**config.mk**
```make
export PLATFORM = sky130hd
export DESIGN_NAME = e_bit_scanner
export DESIGN_NICKNAME = d
export VERILOG_FILES = /design/src/rtl/e_bit_scanner_pkg.sv /design/src/rtl/e_bit_scanner_lzc.sv /design/src/rtl/e_bit_scanner.sv
export SDC_FILE = /design/constraint.sdc
export NUM_CORES = 1
export LEC_CHECK = 0
export ABC_AREA = 1
export CAP_MARGIN = 5
export CORE_UTILIZATION = 36
export DETAILED_ROUTE_END_ITERATION = 16
export DONT_BUFFER_PORTS = 1
export PLACE_DENSITY = 0.62
export SYNTH_ARGS = -nofsm -noshare
export SYNTH_HDL_FRONTEND = slang
export SYNTH_SLANG_ARGS = --single-unit
```
**constraint.sdc**
```tcl
create_clock -name clock -period 1.9 [get_ports clock]
set_clock_uncertainty 0.05 [all_clocks]
set_input_delay 0.19 -clock clock [delete_from_list [all_inputs] [get_ports clock]]
set_output_delay 0.19 -clock clock [all_outputs]
set_load 0.01 [all_outputs]
```
**src/rtl/e_bit_scanner_pkg.sv**
```systemverilog
// Shared constants and FSM encoding for the exponent bit scanner.
// Defaults match the production exponent ROM; benches override via parameters.
package e_bit_scanner_pkg;

    localparam int E_DATA_WIDTH   = 32;
    localparam int E_ADDR_WIDTH   = 7;
    localparam int E_TOTAL_ADDR   = 128;
    localparam int ROM_RD_LATENCY = 2;

    typedef enum logic [1:0] {
        ST_IDLE  = 2'd0,
        ST_FILL  = 2'd1,
        ST_SHIFT = 2'd2,
        ST_DONE  = 2'd3
    } scan_state_e;

endpackage

```
**src/rtl/e_bit_scanner_lzc.sv**
```systemverilog
// e_lzc: combinational leading-zero counter; an all-zero input returns WIDTH.
module e_lzc
    import e_bit_scanner_pkg::*;
#(
    parameter int WIDTH = E_DATA_WIDTH
) (
    input  logic [WIDTH-1:0]           value,
    output logic [$clog2(WIDTH+1)-1:0] count
);

    localparam int CW = $clog2(WIDTH + 1);

    logic [CW-1:0] cnt_s;

    // Scan upward so the highest set bit determines the final count
    always_comb begin
        cnt_s = CW'(WIDTH);
        for (int i = 0; i < WIDTH; i++) begin
            cnt_s = value[i] ? CW'(WIDTH - 1 - i) : cnt_s;
        end
    end

    assign count = cnt_s;

endmodule

```
**src/rtl/e_bit_scanner.sv**
```systemverilog
// e_bit_scanner: reads the exponent ROM top word first and streams it MSB-first.
// Optional SKIP_LEADING_ZEROS_EN drops leading zero bits and flags all-zero exponents.
module e_bit_scanner
    import e_bit_scanner_pkg::*;
#(
    parameter int DATA_WIDTH = E_DATA_WIDTH,
    parameter int ADDR_WIDTH = E_ADDR_WIDTH,
    parameter int TOTAL_ADDR = E_TOTAL_ADDR
) (
    input  logic                  clock,
    input  logic                  resetn,
    input  logic                  start,
    output logic [ADDR_WIDTH-1:0] e_addr,
    input  logic [DATA_WIDTH-1:0] e_q,
    output logic                  bit_valid,
    output logic                  bit_out,
    input  logic                  bit_ready,
    output logic                  first_bit,
    output logic                  last_bit,
    output logic                  busy,
    output logic                  done,
    output logic                  zero_exp
);

    localparam int BCW = $clog2(DATA_WIDTH);
    localparam int LZW = $clog2(DATA_WIDTH + 1);
    localparam int RCW = $clog2(ROM_RD_LATENCY + 1);

    scan_state_e           state_r, state_n;
    logic [ADDR_WIDTH-1:0] e_addr_r;
    logic [DATA_WIDTH-1:0] shift_r, next_word_r;
    logic                  next_valid_r, cur_last_r;
    logic [BCW-1:0]        bit_cnt_r;
    logic                  rd_busy_r;
    logic [RCW-1:0]        rd_cnt_r;
    logic                  bit_valid_r, first_r, last_r;
    logic                  busy_r, done_r, zero_exp_r;

    logic                  xfer_s, rd_hit_s, word_end_s, addr_zero_s, fill_hit_s;
    logic                  word_zero_s, load_fill_s, skip_word_s, load_next_s;
    logic                  finish_s, empty_s, start_s, issue_s;
    logic [LZW-1:0]        lzc_s;

`ifdef SKIP_LEADING_ZEROS_EN
    e_lzc #(.WIDTH(DATA_WIDTH)) u_lzc (
        .value (e_q),
        .count (lzc_s)
    );
    assign word_zero_s = (e_q == {DATA_WIDTH{1'b0}});
`else
    assign lzc_s       = {LZW{1'b0}};
    assign word_zero_s = 1'b0;
`endif

    // A read is outstanding from the edge that issues its address until the
    // edge ROM_RD_LATENCY+1 later, when e_q carries the word.
    assign xfer_s      = bit_valid_r & bit_ready;
    assign rd_hit_s    = rd_busy_r & (rd_cnt_r == RCW'(ROM_RD_LATENCY));
    assign word_end_s  = xfer_s & (bit_cnt_r == {BCW{1'b0}});
    assign addr_zero_s = (e_addr_r == {ADDR_WIDTH{1'b0}});
    assign fill_hit_s  = (state_r == ST_FILL) & rd_hit_s;
    assign load_fill_s = fill_hit_s & ~word_zero_s;
    assign skip_word_s = fill_hit_s & word_zero_s;
    assign load_next_s = (state_r == ST_SHIFT) & word_end_s & ~cur_last_r & next_valid_r;
    assign finish_s    = (state_r == ST_SHIFT) & word_end_s & cur_last_r;
    assign empty_s     = skip_word_s & addr_zero_s;
    assign start_s     = (state_r == ST_IDLE) & start;
    assign issue_s     = start_s | ((load_fill_s | skip_word_s | load_next_s) & ~addr_zero_s);

    // FSM state register
    always_ff @(posedge clock or negedge resetn) begin
        if (!resetn) begin
            state_r <= ST_IDLE;
        end else begin
            state_r <= state_n;
        end
    end

    // FSM next-state logic
    always_comb begin
        state_n = state_r;
        case (state_r)
            ST_IDLE: begin
                if (start) state_n = ST_FILL;
                else       state_n = ST_IDLE;
            end
            ST_FILL: begin
                if (load_fill_s)  state_n = ST_SHIFT;
                else if (empty_s) state_n = ST_DONE;
                else              state_n = ST_FILL;
            end
            ST_SHIFT: begin
                if (finish_s) state_n = ST_DONE;
                else          state_n = ST_SHIFT;
            end
            ST_DONE: state_n = ST_IDLE;
            default: state_n = ST_IDLE;
        endcase
    end

    // Address, read tracking, shift datapath and status registers
    always_ff @(posedge clock or negedge resetn) begin
        if (!resetn) begin
            e_addr_r     <= {ADDR_WIDTH{1'b0}};
            shift_r      <= {DATA_WIDTH{1'b0}};
            next_word_r  <= {DATA_WIDTH{1'b0}};
            next_valid_r <= 1'b0;
            cur_last_r   <= 1'b0;
            bit_cnt_r    <= {BCW{1'b0}};
            rd_busy_r    <= 1'b0;
            rd_cnt_r     <= {RCW{1'b0}};
            bit_valid_r  <= 1'b0;
            first_r      <= 1'b0;
            last_r       <= 1'b0;
            busy_r       <= 1'b0;
            done_r       <= 1'b0;
            zero_exp_r   <= 1'b0;
        end else begin
            if (issue_s) begin
                e_addr_r  <= start_s ? ADDR_WIDTH'(TOTAL_ADDR - 1) : e_addr_r - ADDR_WIDTH'(1);
                rd_busy_r <= 1'b1;
                rd_cnt_r  <= {RCW{1'b0}};
            end else if (rd_hit_s) begin
                rd_busy_r <= 1'b0;
                rd_cnt_r  <= {RCW{1'b0}};
            end else if (rd_busy_r) begin
                rd_cnt_r  <= rd_cnt_r + RCW'(1);
            end

            // First word arrives pre-aligned so its top set bit (or MSB) leads
            if (load_fill_s) begin
                shift_r     <= e_q << lzc_s;
                bit_cnt_r   <= BCW'(DATA_WIDTH - 1 - int'(lzc_s));
                cur_last_r  <= addr_zero_s;
                bit_valid_r <= 1'b1;
                first_r     <= 1'b1;
                last_r      <= addr_zero_s & (int'(lzc_s) == DATA_WIDTH - 1);
            end else if (load_next_s) begin
                shift_r     <= next_word_r;
                bit_cnt_r   <= BCW'(DATA_WIDTH - 1);
                cur_last_r  <= addr_zero_s;
                first_r     <= 1'b0;
                last_r      <= 1'b0;
            end else if (finish_s) begin
                shift_r     <= {DATA_WIDTH{1'b0}};
                cur_last_r  <= 1'b0;
                bit_valid_r <= 1'b0;
                first_r     <= 1'b0;
                last_r      <= 1'b0;
            end else if (xfer_s) begin
                shift_r     <= shift_r << 1;
                bit_cnt_r   <= bit_cnt_r - BCW'(1);
                first_r     <= 1'b0;
                last_r      <= cur_last_r & (bit_cnt_r == BCW'(1));
            end

            if (load_next_s) begin
                next_valid_r <= 1'b0;
            end else if ((state_r == ST_SHIFT) && rd_hit_s) begin
                next_word_r  <= e_q;
                next_valid_r <= 1'b1;
            end

            if (start_s) begin
                busy_r <= 1'b1;
            end else if (state_r == ST_DONE) begin
                busy_r <= 1'b0;
            end

            done_r     <= finish_s | empty_s;
            zero_exp_r <= empty_s;
        end
    end

    assign e_addr    = e_addr_r;
    assign bit_valid = bit_valid_r;
    assign bit_out   = shift_r[DATA_WIDTH-1];
    assign first_bit = first_r;
    assign last_bit  = last_r;
    assign busy      = busy_r;
    assign done      = done_r;
    assign zero_exp  = zero_exp_r;

endmodule

```
# Yosys cells after proc, flatten, opt, wreduce, memory -nomap -nowiden
# Index checks and enable logic that the tools add are counted.
# word_totals
regBits	88
input_bits	36
output_inout_bits	14
word_cells	90
# classes
addsub	3
eq_ne	7
muxes	35
n_bitwise	16
n_reduce_logical	15
# op_table
operator	count
$mux W32	4
$mux W1	21
$mux W5	4
$and A1 B1 Y1	11
$reduce_bool A3 Y1	3
$mux W2	4
$pmux W2 S4	1
$reduce_bool A2 Y1	4
$logic_not A7 Y1	1
$mux W7	1
$sub A7 B1 Y7 const B	1
$eq A2 B2 Y1 const B	3
$reduce_and A2 Y1	3
$eq A5 B1 Y1 const B	1
$logic_not A5 Y1	1
$sub A5 B1 Y5 const B	1
$reduce_bool A4 Y1	1
$ne A3 B3 Y1 const B	1
$not A1 Y1	3
$add A2 B1 Y2 const B	1
$eq A2 B1 Y1 const B	1
$logic_not A2 Y1	1
$ne A2 B2 Y1 const B	1
$or A1 B1 Y1	2
$logic_and A1 B1 Y1	1

# Logic depth before layout (Yosys ltp)
# depth
word_depth	9
ltp_mapped	12
mapped_depth_nobuf	11

# Least setup slack after synthesis
# Ideal clock, no wire load.
# synth_timing
kind	register to register
start	reg bit_cnt_r[0]
end	reg shift_r[10]
setup_time_ns	0.117
t_arrival_ns	1.441
required_time_ns	1.733
path_slack_ns	0.292
path_stages_with_launch	13
path_buffers	1
synth_period_minus_slack_ns	1.608
cell_sequence	dfrtp_1 inv_1 ha_1 nand2_1 nor2_4 nand3_4 nand2_4 inv_2 buf_6 nand2_1 nand2_1 nand2_1 nand2_1
# synth_between
elab_chain_len	7
elab_cells_between_ends	10
cone_classes	3 x mux; 5 x bitwise; 2 x reduce/logical
# synth_rtl
item	line_no	rtl
start: declaration	e_bit_scanner.sv:33	logic [BCW-1:0] bit_cnt_r;
start signal: assignment	e_bit_scanner.sv:109	bit_cnt_r <= {BCW{1'b0}};
start signal: assignment	e_bit_scanner.sv:133	bit_cnt_r <= BCW'(DATA_WIDTH - 1 - int'(lzc_s));
start signal: assignment	e_bit_scanner.sv:140	bit_cnt_r <= BCW'(DATA_WIDTH - 1);
$logic_not A5 Y1 (*)	e_bit_scanner.sv:59	assign word_end_s = xfer_s & (bit_cnt_r == {BCW{1'b0}});
$and A1 B1 Y1 (*)	e_bit_scanner.sv:59	
$and A1 B1 Y1 (*)	e_bit_scanner.sv:64, e_bit_scanner.sv:65	
$and A1 B1 Y1 (on tied branches)	e_bit_scanner.sv:65, e_bit_scanner.sv:64	
$mux W32 or $and A1 B1 Y1 (tied branches)	e_bit_scanner.sv:144, e_bit_scanner.sv:64	
$mux W32	e_bit_scanner.sv:138	end else if (load_next_s) begin
$mux W32	e_bit_scanner.sv:131	if (load_fill_s) begin
end signal: assignment	e_bit_scanner.sv:132	shift_r <= e_q << lzc_s;
end signal: assignment	e_bit_scanner.sv:139	shift_r <= next_word_r;
end signal: assignment	e_bit_scanner.sv:145	shift_r <= {DATA_WIDTH{1'b0}};
end: declaration	e_bit_scanner.sv:31	logic [DATA_WIDTH-1:0] shift_r, next_word_r;
# Every way passes the cells marked *; elsewhere a longest branch is shown, timed or not.
# A chain may end at the register's enable or synchronous reset.

# Worst setup path in the final report
# layout_timing
start	reg e_addr_r[4], in the netlist e_addr[4]
end	reg e_addr_r[2], in the netlist e_addr[2]
# layout_between
elab_chain_len	4
# layout_rtl
item	line_no	rtl
start: declaration	e_bit_scanner.sv:30	logic [ADDR_WIDTH-1:0] e_addr_r;
start signal: assignment	e_bit_scanner.sv:104	e_addr_r <= {ADDR_WIDTH{1'b0}};
start signal: assignment	e_bit_scanner.sv:120	e_addr_r <= start_s ? ADDR_WIDTH'(TOTAL_ADDR - 1) : e_addr_r - ADDR_WIDTH'(1);
$logic_not A7 Y1	e_bit_scanner.sv:60	assign addr_zero_s = (e_addr_r == {ADDR_WIDTH{1'b0}});
$not A1 Y1	e_bit_scanner.sv:68	assign issue_s = start_s | ((load_fill_s | skip_word_s | load_next_s) & ~addr_zero_s);
$and A1 B1 Y1	e_bit_scanner.sv:68	
$or A1 B1 Y1	e_bit_scanner.sv:68	
# Every way passes these cells.

==> results.json <==
{
  "status": "finished, violations left",
  "violations": "negative hold slack",
  "routedWlPerCell_um": 11.0,
  "swShare_pct": 37.1,
  "p_int_uw": 4670,
  "hold_slack_ps": -515,
  "start_kind": "register",
  "hold_viol": 88,
  "nFillCells": 1350,
  "fin_crit_ps": 1780,
  "synth_area_sq_um": 4740,
  "setup_violations": 0,
  "grt_max_degree": 89,
  "synth_cell_type_count": 30,
  "grt_use_total_pct": 16.3,
  "power.net_switching_uw": 2760,
  "pwr-share-comb_pct": 34.0,
  "postSynthCellCount": 695,
  "viasPerCell": 4.31,
  "clock-sinks": 88,
  "slew_viol_final": 0,
  "fin_nets": 771,
  "drt_pass1_iterations": 4,
  "cp-end-kind": "register",
  "synthToLayoutAreaGrowth_pct": 18.2,
  "tns_ps": 0,
  "overflow": 0,
  "seq_power_share_pct": 40.6,
  "clockRootBuffer": "clkbuf_16",
  "ys_ff_latch": 88,
  "grt_pass1_wl_um": 17300,
  "dpl.hpwl_um": 6520,
  "yosys_warnings": 0,
  "die_y_um": 117,
  "avgSynthCellArea_sq_um": 6.82,
  "cpPeakStageDelay_ps": 430,
  "numCtsBuffers": 9,
  "path_max_fanout": 8,
  "antenna_cells": 0,
  "clk_pin_slew_worst_paths_ps": 60,
  "drt_wl_total_um": 9930,
  "period_share_pct": 93.6,
  "hold_class": "input pin to async pin",
  "crit_slowest_cell": "dfrtp_1",
  "gp_congestion": 0.790,
  "clock_latency_ps": 350,
  "cts-htree-levels": 3,
  "fmaxAchievable_ghz": 0.562,
  "cpMostUsedCell": "nand2_1",
  "p_clk_share_pct": 25.4,
  "num_io_pins": 50,
  "holdBufCountCts": 32,
  "cts_tree": "done",
  "yosysSeqAreaShare_pct": 46.4,
  "start_util_pct": 37.3,
  "num_vias": 3913,
  "critical_path_arrival_ps": 1970,
  "peakVddDrop_uv": 755,
  "drive_gt1_share_pct": 7.07,
  "grt_pass1_vias": 3820,
  "drc_errors": 0,
  "synth_nets": 736,
  "postRouteAntennaNets": 0,
  "drt-initial-drc-count": 187,
  "rows": 41,
  "powerDensity_nw_per_um2": 1330,
  "antenna_found_initial": 0,
  "die-area_sq_um": 13600,
  "die_w_um": 117,
  "p_leak_uw": 0.00319,
  "critPathKind": "register to register",
  "worstPathCellList": "inv_1, nand2_1, or2_2, nor2_1, nand2_2, nand2_4, nand2_2, nand2_1, nand2_1",
  "cap_violations": 0,
  "tightest_slew_ps": 614,
  "io_buffers": 0,
  "cp.required_ps": 2090,
  "core_area_sq_um": 12700,
  "relSlewSlack_pct": 59.0,
  "clk_path_buf_depth": 2
}
-- synth_stat cells --
cell	n	area share, %
or2_2	2	0.26
o21ai_1	15	1.6
o22ai_1	1	0.13
inv_2	4	0.32
buf_1	2	0.16
nor2_1	104	8.2
conb_1	1	0.079
clkbuf_1	6	0.47
nand4_4	1	0.45
nand2_4	1	0.24
buf_6	3	0.71
xor2_1	1	0.18
nand4_1	3	0.40
a31oi_1	1	0.13
o211ai_1	1	0.16
nand3_4	1	0.37
nand2_1	275	22
nor3_2	1	0.21
nand3_2	1	0.21
buf_2	13	1.4
nor2_4	1	0.24
nand2_2	5	0.66
ha_1	5	1.3
buf_4	1	0.16
nand3_1	15	1.6
clkbuf_2	1	0.11
nor2_2	1	0.13
dfrtp_1	88	46
inv_1	111	8.8
o21ai_0	30	3.2
-- per-layer routing --
metal  global-route usage [%]  vias to the layer above  part of all wire, %
li1                         -                     2105                    -
met1                     20.5                     1730                   49
met2                     26.8                       68                   44
met3                     5.41                       10                  5.2
met4                     4.81                        0                  1.2
met5                        0                        -                    0
-- power groups by stage --
stage	Sequential (uW)	Combinational (uW)	Clock (uW)
floorplan	2970	1980	0
global placement	3040	2450	0
detailed placement	3050	2490	0
CTS	3020	2550	1960
global route	3120	3010	2020
finish	3020	2530	1890
-- per-stage QoR --
stage          std cells  instance area, sq um  total power, uW  utilization (%)  worst slack (ps)
2_1_floorplan        695                  4740             4950                -               292
3_3_place_gp         859                  4960             5490             39.0              59.9
3_5_place_dp         859                  4960             5540             39.0              71.3
4_1_cts              907                  5600             7540             44.0              27.1
5_1_grt              907                  5610             8140             44.1             -31.2
6_report             907                  5610             7430             44.1               121
-- flip-flops by register name, indices dropped and copies added (netlist names), 2 cells and up, named ones only --
signal,count
shift_r,32
next_word_r,32
bit_cnt_r,5
rd_cnt_r,2
e_addr,7
-- cells by family after synthesis --
kind of cell    share of synthesized area [%]
buf+inv                                  12.1
fa+ha+maj                                1.32
flops                                    46.4
compound gates                           5.17
simple gates                             34.7
other cells                            0.0791
xor+xnor                                0.185
-- critical path, delay by kind of cell, from the launching register on --
| family | cells | cell delay (ps) |
|---|---|---|
| simple gates | 8 | 1080 |
| flops | 1 | 430 |
| buf+inv | 1 | 100 |
-- cells in the final DEF, fill, tap and decap left out, types with 2 or more instances in the layout --
cell type / count
buf_4: 17
nor2_1: 104
dlygate4sd3_1: 32
nand4_1: 3
nand3_1: 15
nand2_1: 274
inv_2: 3
nand2_2: 5
or2_2: 2
clkinv_2: 3
clkbuf_16: 9
ha_1: 5
inv_1: 111
dfrtp_1: 88
nand2_4: 2
o21ai_1: 15
o21ai_0: 30
bufinv_16: 2
-- final cells by class --
class | instances | area (sq um) | share of cell area, %
Clock inverter | 6 | 83.8 | 1.49
Sequential cell | 88 | 2200 | 39.3
Clock buffer | 10 | 229 | 4.08
Timing Repair Buffer | 50 | 468 | 8.34
Inverter | 115 | 434 | 7.74
Multi-Input combinational cell | 466 | 1980 | 35.2
Tap cell | 172 | 215 | 3.84
-- final timing paths --
kind                                              start                     endpoint  slack (ps)  depth (start not counted)
worst min-delay path                             resetn  next_word_r[28]$_DFFE_PN0P_        -510                          0
worst max register to register    e_addr[4]$_DFFE_PN0P_        e_addr[2]$_DFFE_PN0P_         120                          9
min in group clock                            bit_ready       shift_r[0]$_DFFE_PN0P_         200                          4
worst min register to register  shift_r[24]$_DFFE_PN0P_      shift_r[24]$_DFFE_PN0P_         430                          2
worst max-delay path              e_addr[4]$_DFFE_PN0P_        e_addr[2]$_DFFE_PN0P_         120                          9
max in group asynchronous                        resetn      rd_cnt_r[0]$_DFFE_PN0P_        2150                          0
-- what timing repair did --
item,CTS,global route
gates resized for setup,0,4
endpoints found under the setup margin,0,38
setup buffers,0,0
hold endpoints to repair,121,88
No activity file was read; power rests on OpenSTA's default activity.
